**config.mk**
```make
export PLATFORM = sky130hd
export DESIGN_NAME = axis_header_prepend_flat
export DESIGN_NICKNAME = d
export VERILOG_FILES = /design/src/rtl/axis_header_prepend_pkg.sv /design/src/rtl/axis_header_prepend_if.sv /design/src/rtl/axis_out_reg.sv /design/src/rtl/axis_header_prepend.sv /design/src/flat_wrapper.sv
export SDC_FILE = /design/constraint.sdc
export NUM_CORES = 1
export LEC_CHECK = 0
export ABC_AREA = 0
export ABC_CLOCK_PERIOD_IN_PS = 5300
export BUFFER_PORTS_ARGS = -buffer_cell sky130_fd_sc_hd__buf_2
export CAP_MARGIN = 20
export CORE_ASPECT_RATIO = 1.75
export CORE_MARGIN = 4
export CORE_UTILIZATION = 40
export DETAILED_ROUTE_END_ITERATION = 16
export GPL_TIMING_DRIVEN = 1
export PLACE_DENSITY = 0.71
export SLEW_MARGIN = 15
export SYNTH_ARGS = -nofsm -noshare
export SYNTH_HDL_FRONTEND = slang
export SYNTH_SLANG_ARGS = --single-unit
```
**constraint.sdc**
```tcl
create_clock -name clk_i -period 5.3 [get_ports clk_i]
set_input_delay 0.53 -clock clk_i [delete_from_list [all_inputs] [get_ports clk_i]]
set_output_delay 0.53 -clock clk_i [all_outputs]
set_load 0.02 [all_outputs]
```
**src/rtl/axis_header_prepend_pkg.sv**
```systemverilog
// Shared types and reset constants for the header/payload frame merger.
package axis_header_prepend_pkg;

  localparam int unsigned DATA_WIDTH = 64;
  localparam int unsigned MAX_HEADER_WORDS_DEF = 4;
  localparam int unsigned CNTR_WIDTH_DEF = 32;

  typedef enum logic {
    HDR = 1'b0,
    PLD = 1'b1
  } state_t;

  typedef struct packed {
    logic [DATA_WIDTH-1:0] data;
    logic                  last;
  } axis_word_t;

  localparam state_t     STATE_RST = HDR;
  localparam axis_word_t WORD_RST  = '0;
  localparam logic       VALID_RST = 1'b0;
  localparam logic       ERR_RST   = 1'b0;

endpackage

```
**src/rtl/axis_header_prepend_if.sv**
```systemverilog
// AxiStream bundle shared by the header, payload and merged streams.
interface axis_header_prepend_if;
  import axis_header_prepend_pkg::*;

  logic [DATA_WIDTH-1:0] data;
  logic                  last;
  logic                  valid;
  logic                  ready;

  modport master (output data, output last, output valid, input ready);
  modport slave  (input data, input last, input valid, output ready);

endinterface

```
**src/rtl/axis_out_reg.sv**
```systemverilog
// One-entry AxiStream output register; accepts whenever its slot is free or draining.
module axis_out_reg
  import axis_header_prepend_pkg::*;
(
  input  logic       clk_i,
  input  logic       rst_i,
  input  axis_word_t in_word_i,
  input  logic       in_valid_i,
  output logic       in_ready_o,
  output axis_word_t out_word_o,
  output logic       out_valid_o,
  input  logic       out_ready_i
);

  axis_word_t word_q, word_d;
  logic       valid_q, valid_d;
  logic       out_free;

  assign out_free = !valid_q || out_ready_i;

  // Load on a free slot; otherwise hold the word stable for downstream.
  always_comb begin
    word_d  = word_q;
    valid_d = valid_q;
    if (out_free) begin
      valid_d = in_valid_i;
      if (in_valid_i) begin
        word_d = in_word_i;
      end
    end
  end

  // Output register with synchronous reset.
  always_ff @(posedge clk_i) begin
    if (rst_i) begin
      word_q  <= WORD_RST;
      valid_q <= VALID_RST;
    end else begin
      word_q  <= word_d;
      valid_q <= valid_d;
    end
  end

  assign in_ready_o  = out_free;
  assign out_word_o  = word_q;
  assign out_valid_o = valid_q;

endmodule

```
**src/rtl/axis_header_prepend.sv**
```systemverilog
// Merges a header stream and a payload stream into one frame stream: header words first, then payload.
module axis_header_prepend
  import axis_header_prepend_pkg::*;
#(
  parameter int unsigned MAX_HEADER_WORDS = MAX_HEADER_WORDS_DEF,
  parameter int unsigned CNTR_WIDTH       = CNTR_WIDTH_DEF
) (
  input  logic                    clk_i,
  input  logic                    rst_i,
  axis_header_prepend_if.slave    headers,
  axis_header_prepend_if.slave    din,
  axis_header_prepend_if.master   dout,
  output logic [CNTR_WIDTH-1:0]   frame_cnt_o,
  output logic                    err_hdr_len_o
);

  localparam int unsigned HCNT_W = $clog2(MAX_HEADER_WORDS + 1);

  state_t                  state_q, state_d;
  logic [HCNT_W-1:0]       hdr_cnt_q, hdr_cnt_d;
  logic [CNTR_WIDTH-1:0]   frame_cnt_q, frame_cnt_d;
  logic                    err_q, err_d;

  axis_word_t              in_word;
  logic                    in_valid;
  logic                    in_ready;
  axis_word_t              out_word;
  logic                    headers_ready_c;
  logic                    din_ready_c;
  logic                    hdr_xfer;
  logic                    pld_xfer;

  // Next-state, stream select and counter updates; readies depend only on state and the output slot.
  always_comb begin
    state_d         = state_q;
    hdr_cnt_d       = hdr_cnt_q;
    frame_cnt_d     = frame_cnt_q;
    err_d           = err_q;
    in_word         = WORD_RST;
    in_valid        = 1'b0;
    headers_ready_c = 1'b0;
    din_ready_c     = 1'b0;
    hdr_xfer        = 1'b0;
    pld_xfer        = 1'b0;

    case (state_q)
      HDR: begin
        headers_ready_c = in_ready;
        in_valid        = headers.valid;
        in_word.data    = headers.data;
        in_word.last    = 1'b0;
        hdr_xfer        = headers.valid && in_ready;
        if (hdr_xfer) begin
          if (hdr_cnt_q == HCNT_W'(MAX_HEADER_WORDS)) begin
            err_d = 1'b1;
          end else begin
            hdr_cnt_d = hdr_cnt_q + HCNT_W'(1);
          end
          if (headers.last) begin
            hdr_cnt_d = '0;
            state_d   = PLD;
          end
        end
      end
      PLD: begin
        din_ready_c  = in_ready;
        in_valid     = din.valid;
        in_word.data = din.data;
        in_word.last = din.last;
        pld_xfer     = din.valid && in_ready;
        if (pld_xfer && din.last) begin
          frame_cnt_d = frame_cnt_q + CNTR_WIDTH'(1);
          state_d     = HDR;
        end
      end
      default: begin
        state_d = HDR;
      end
    endcase
  end

  // State and counter registers; a reset drops any partial frame.
  always_ff @(posedge clk_i) begin
    if (rst_i) begin
      state_q     <= STATE_RST;
      hdr_cnt_q   <= '0;
      frame_cnt_q <= '0;
      err_q       <= ERR_RST;
    end else begin
      state_q     <= state_d;
      hdr_cnt_q   <= hdr_cnt_d;
      frame_cnt_q <= frame_cnt_d;
      err_q       <= err_d;
    end
  end

  axis_out_reg u_out_reg (
    .clk_i       (clk_i),
    .rst_i       (rst_i),
    .in_word_i   (in_word),
    .in_valid_i  (in_valid),
    .in_ready_o  (in_ready),
    .out_word_o  (out_word),
    .out_valid_o (dout.valid),
    .out_ready_i (dout.ready)
  );

  assign headers.ready = headers_ready_c;
  assign din.ready     = din_ready_c;
  assign dout.data     = out_word.data;
  assign dout.last     = out_word.last;
  assign frame_cnt_o   = frame_cnt_q;
  assign err_hdr_len_o = err_q;

endmodule

```
**src/flat_wrapper.sv**
```systemverilog
// flat-port wrapper written by rule: the top's interface ports become plain ports
module axis_header_prepend_flat import axis_header_prepend_pkg::*;
#(
  parameter int unsigned MAX_HEADER_WORDS = MAX_HEADER_WORDS_DEF,
  parameter int unsigned CNTR_WIDTH       = CNTR_WIDTH_DEF
)
  (clk_i, rst_i, frame_cnt_o, err_hdr_len_o, headers_data, headers_last, headers_valid, headers_ready, din_data, din_last, din_valid, din_ready, dout_data, dout_last, dout_valid, dout_ready);
  axis_header_prepend_if headers_i ();
  axis_header_prepend_if din_i ();
  axis_header_prepend_if dout_i ();
  input  logic clk_i;
  input  logic rst_i;
  output logic [CNTR_WIDTH-1:0] frame_cnt_o;
  output logic err_hdr_len_o;
  input wire logic [$bits(headers_i.data)-1:0] headers_data;
  input wire logic [$bits(headers_i.last)-1:0] headers_last;
  input wire logic [$bits(headers_i.valid)-1:0] headers_valid;
  output wire logic [$bits(headers_i.ready)-1:0] headers_ready;
  input wire logic [$bits(din_i.data)-1:0] din_data;
  input wire logic [$bits(din_i.last)-1:0] din_last;
  input wire logic [$bits(din_i.valid)-1:0] din_valid;
  output wire logic [$bits(din_i.ready)-1:0] din_ready;
  output wire logic [$bits(dout_i.data)-1:0] dout_data;
  output wire logic [$bits(dout_i.last)-1:0] dout_last;
  output wire logic [$bits(dout_i.valid)-1:0] dout_valid;
  input wire logic [$bits(dout_i.ready)-1:0] dout_ready;
  assign headers_i.data = headers_data;
  assign headers_i.last = headers_last;
  assign headers_i.valid = headers_valid;
  assign headers_ready = headers_i.ready;
  assign din_i.data = din_data;
  assign din_i.last = din_last;
  assign din_i.valid = din_valid;
  assign din_ready = din_i.ready;
  assign dout_data = dout_i.data;
  assign dout_last = dout_i.last;
  assign dout_valid = dout_i.valid;
  assign dout_i.ready = dout_ready;
  axis_header_prepend #(.MAX_HEADER_WORDS(MAX_HEADER_WORDS), .CNTR_WIDTH(CNTR_WIDTH)) u_core (.clk_i(clk_i), .rst_i(rst_i), .headers(headers_i), .din(din_i), .dout(dout_i), .frame_cnt_o(frame_cnt_o), .err_hdr_len_o(err_hdr_len_o));
endmodule
```
Yosys cells after proc, flatten, opt, wreduce, memory -nomap -nowiden
Index checks and enable logic that the tools add are counted.

storage, ports and cells
  word-level logic and storage cells = 31
  register bits after elaboration = 103

cells by class
  mux-type cells = 10
  add/subtract/negate cells = 2
  reduce and logical (&&, ||, !) cells = 9
  eq/ne operators = 2
  bitwise gates (word level) = 1

operators with widths
  operator                 number
  $pmux W65 S2             1
  $add A32 B1 Y32 const B  1
  $mux W3                  2
  $reduce_and A3 Y1        2
  $mux W1                  5
  $pmux W1 S2              2
  $reduce_and A2 Y1        2
  $add A3 B1 Y3 const B    1
  $eq A3 B3 Y1 const B     1
  $logic_and A1 B1 Y1      3
  $ne A2 B2 Y1 const B     1
  $logic_not A1 Y1         1
  $logic_or A1 B1 Y1       1
  $not A1 Y1               1

Longest topological paths before layout
  depth after elaboration = 6
  mapped depth = 8
  mapped depth without buffers = 6

By module
From an unflattened synthesis, not the netlist that was laid out.

second synthesis, totals
  cell total of the unflattened synthesis = 590
  area, all modules = 5,479.0 µm²

modules (own cells, without submodules)
  module               instances  cells an instance  seq. area each (µm²)  area each (µm²)
  axis_out_reg         1          301                1,321.3               2,886.5
  axis_header_prepend  1          289                740.7                 2,592.5

Worst setup path before layout
No wires, ideal clock.

  path kind = flip-flop to flip-flop
  start = reg u_core.frame_cnt_q[0], in the netlist u_core.frame_cnt_o[0]
  end = reg u_core.frame_cnt_q[26], in the netlist u_core.frame_cnt_o[26]
  arrival time = 1.860 ns
  period minus slack after synthesis = 1.930 ns
  slack = 3.370 ns
  cell stages (with the launch flop) = 7
  setup time = 0.070 ns
  path through = dfxtp_1 -> ha_1 -> nand2_1 -> or3_4 -> buf_6 -> or4_1 -> a21oi_1

on the way
  word-level cells in the longest chain between the ends = 1

RTL lines
  what                    RTL line                   text
  start, declared         axis_header_prepend.sv:21  logic [CNTR_WIDTH-1:0] frame_cnt_q, frame_cnt_d;
  start signal, assigned  axis_header_prepend.sv:92  frame_cnt_q <= frame_cnt_d;
  $add A32 B1 Y32         axis_header_prepend.sv:72  frame_cnt_d = frame_cnt_q + CNTR_WIDTH'(1);

No other way between the ends.
A chain may end at the register's enable or synchronous reset.

Final worst setup path
  start = reg u_core.state_q
  end = reg u_core.frame_cnt_q[26], in the netlist u_core.frame_cnt_o[26]

on the way
  word-level cells in the longest chain between the ends = 1

RTL lines
  what                                RTL line                   text
  start, declared                     axis_header_prepend.sv:19  state_t state_q, state_d;
  start signal, assigned              axis_header_prepend.sv:90  state_q <= state_d;
  $reduce_and A2 Y1 (no source line)  n/a

No other way between the ends.

==> results.py <==
metrics = {
    "cts": {
        "clockBufferDepth": 2,
        "cts_sinks": 103,
        "cts_tree": "done",
        "post_cts_buffers": 0,
        "cts_made_buffers": 9,
        "cts-htree-levels": 3,
        "clk_pin_slew_ps": 70,
        "clk_latency_ps": 330,
        "hold_buffers": 0,
        "cts_root_buf": "clkbuf_16",
        "cts_resized": 0,
    },
    "status": {
        "status": "complete, no violations",
    },
    "sta": {
        "setup_violations": 0,
        "slew_viol_final": 0,
        "fmax_ghz": 0.349,
        "max_slew_margin": 0.273,
        "rsz0062_at_grt": "false",
        "tightest_slew_ps": 1090,
        "tns_ps": 0,
        "clock_skew_ps": 10.7,
        "post-route-period-util": 0.540,
        "fin_crit_ps": 2860,
        "hold_viol": 0,
    },
    "floorplan": {
        "die_h_um": 152,
        "dieWidth_um": 90.2,
        "start_util": 0.408,
        "fp.coreArea_um2": 11600,
        "die_area_um2": 13700,
        "rows": 52,
        "io-pin-count": 236,
    },
    "yosys": {
        "yosysUniqueCellTypes": 40,
        "synth-xor-area-share": 0.0130,
        "synth_edf_count": 0,
        "ys_async_sr_fraction": 0,
        "yosys_register_bits": 103,
        "yosysWarnings": 0,
        "synth_nets": 656,
        "synth_fa_ha_area_frac": 0.00794,
        "synth_area_per_cell_um2": 9.13,
        "muxShareOfSynthArea": 0.142,
        "syn_area_um2": 4730,
        "synthSimpleGateAreaFrac": 0.173,
        "synth-compound-area-share": 0.178,
        "synthTopCellsByArea": "dfxtp_1 (44%), mux2i_1 (14%), a211oi_1 (10%)",
        "synth_ff_type": "dfxtp_1",
        "synth.top_cell.area_share": 0.436,
        "syn_inst": 518,
        "synth_most_common_cell": "dfxtp_1",
        "yosysSeqAreaShare": 0.436,
        "synth_area_leader_cell": "dfxtp_1",
        "synth_commonest_cells": "dfxtp_1 (103), nor2_1 (79), a211oi_1 (65), mux2i_1 (65), clkbuf_1 (35)",
        "synth_top_family_by_area": "compound AO/OA/AOI/OAI gates",
    },
    "worst_setup_path": {
        "critPathRequiredTime_ps": 5550,
        "worstRegToRegCells": 5,
        "arrival_ps": 3110,
        "rrSetupSlack_ps": 2440,
        "r2r-end": "u_core.frame_cnt_o[26]",
        "r2r_start": "u_core.state_q",
        "end_kind": "register",
        "cp_max_fo": 39,
        "critical_path_class": "register to register",
        "crit_start": "u_core.state_q",
        "cp-start-kind": "register",
    },
    "place": {
        "gp_congestion": 0.825,
        "place_area_um2": 5910,
        "dp_hpwl_mm": 10.2,
        "port_buffers": 235,
    },
    "power": {
        "p_int_w": 0.00130,
        "power.share.clock": 0.340,
        "seqPwrFrac": 0.472,
        "swShare": 0.288,
        "p_leak_nw": 2.70,
        "p_total_w": 0.00183,
        "p_per_area_nw_per_um2": 295,
        "combPwrFrac": 0.189,
        "p_sw_w": 0.000526,
        "ir_worst_vdd_mv": 0.145,
    },
    "job": {
        "max_cap_violations": 0,
    },
    "worst_hold_path": {
        "min_path_type": "register to register",
        "worstHoldStart": "u_core.frame_cnt_o[22]",
        "hold_depth": 2,
        "min_to": "u_core.frame_cnt_o[22]",
    },
    "route": {
        "wl_per_cell_um": 15.6,
        "drt_pass1_iterations": 5,
        "ant_nets": 0,
        "drtIter0Drc": 173,
        "num_vias": 4629,
        "drc_errors": 0,
        "routed_wl_mm": 13.4,
        "post_drt_via_cell_ratio": 5.38,
    },
    "layout": {
        "nets": 858,
        "drive_above_1_share": 0.360,
        "design_area_um2": 6200,
        "syn_to_final_growth_pct": 31.1,
    },
    "global_route": {
        "grt_pass1_vias": 4474,
        "grt_pass1_wl_mm": 21.5,
        "gr-usage-all-layers": 0.189,
        "grt-ovfl-total": 0,
        "antenna_found_initial": 1,
        "grt_max_degree": 106,
    },
}
[registers in the layout, summed over array words and instances, names as in the netlist]
register and cells:
u_core.u_out_reg.out_valid_o 1, u_core.err_hdr_len_o 1, u_core.frame_cnt_o 32, u_core.state_q 1, u_core.u_out_reg.out_word_o 65, u_core.hdr_cnt_q 3
[stage by stage]
step | hold slack, ps | util | instances | setup slack [ps]
2_1_floorplan | 524 | - | 518 | 3370
3_3_place_gp | 471 | 0.510 | 843 | 2560
3_5_place_dp | 476 | 0.510 | 843 | 2440
4_1_cts | 493 | 0.534 | 859 | 2430
5_1_grt | 512 | 0.535 | 861 | 2310
6_report | 490 | 0.535 | 861 | 2440
[final cells by class]
class / instances / area [um^2]
diodes: 1 / 2.50
clock buffers: 12 / 246
clock inverters: 4 / 31.3
fillers: 1100 / 5380
inverters: 8 / 30.0
multi-input cells: 359 / 2440
flip-flops and latches: 103 / 2070
well taps: 135 / 169
repair buffers: 239 / 1210
[power groups by stage]
| stage | Sequential, W | Clock (W) | Combinational [W] |
|---|---|---|---|
| finish | 0.000862 | 0.000620 | 0.000345 |
| global route | 0.000869 | 0.000669 | 0.000377 |
| CTS | 0.000863 | 0.000639 | 0.000349 |
| detailed placement | 0.000879 | 0 | 0.000350 |
| global placement | 0.000878 | 0 | 0.000341 |
| floorplan | 0.000934 | 0 | 0.000157 |
[per-layer routing]
layer	vias to the layer above	wire, um	track usage
met5	-	0	0
met1	2094	5170	0.212
li1	2320	-	-
met4	0	328	0.0789
met2	184	7100	0.345
met3	31	834	0.0351
[worst max-delay path by stage]
stage	endpoint	depth (start not counted)
3_5_place_dp	u_core.frame_cnt_o[24]	5
4_1_cts	u_core.frame_cnt_o[24]	5
5_1_grt	u_core.frame_cnt_o[14]	5
2_1_floorplan	u_core.frame_cnt_o[26]	6
6_report	u_core.frame_cnt_o[26]	5
3_3_place_gp	u_core.frame_cnt_o[24]	5
[logic make-up (layout without fill, tap and decap cells)]
kind of cell             after synthesis  in the layout
flip-flops                           103            103
XOR/XNOR                               7              7
AO/OA/AOI/OAI                        122            122
other                                  0              1
multiplexers                          67             67
buffers and inverters                 56            263
AND/OR/NAND/NOR                      160            160
adder cells (fa/ha/maj)                3              3
[worst max-delay path, stage by stage (launching register included)]
cell and delay [ps]:
dfxtp_4 690, buf_4 600, nand3_2 190, or3_4 530, or4_1 530, a21oi_1 180
[cell usage in the layout, fill, tap and decap left out, types with 2 or more instances in the layout]
cell type  netlist  layout
a211oi_1        65      65
a21oi_1         27      27
a31oi_1          3       3
and2_1           3       3
and3_1           5       5
and4_1           5       5
buf_2            6     234
buf_4            0       4
clkbuf_1        35       2
clkbuf_16        0       9
clkinv_4         0       2
dfxtp_1        103     102
ha_1             3       3
inv_1            8       8
mux2_2           2       2
mux2i_1         65      65
nand2_1         12      12
nand3_1         10      10
nand4_1         11      11
nor2_1          79      78
nor2b_1          2       2
nor4_1           5       5
o21ai_0          3       3
o31ai_1         19      19
or3_1            2       2
or4_1           19      19
xnor2_1          4       4
xor2_1           3       3
(Power assumes the default switching activity.)
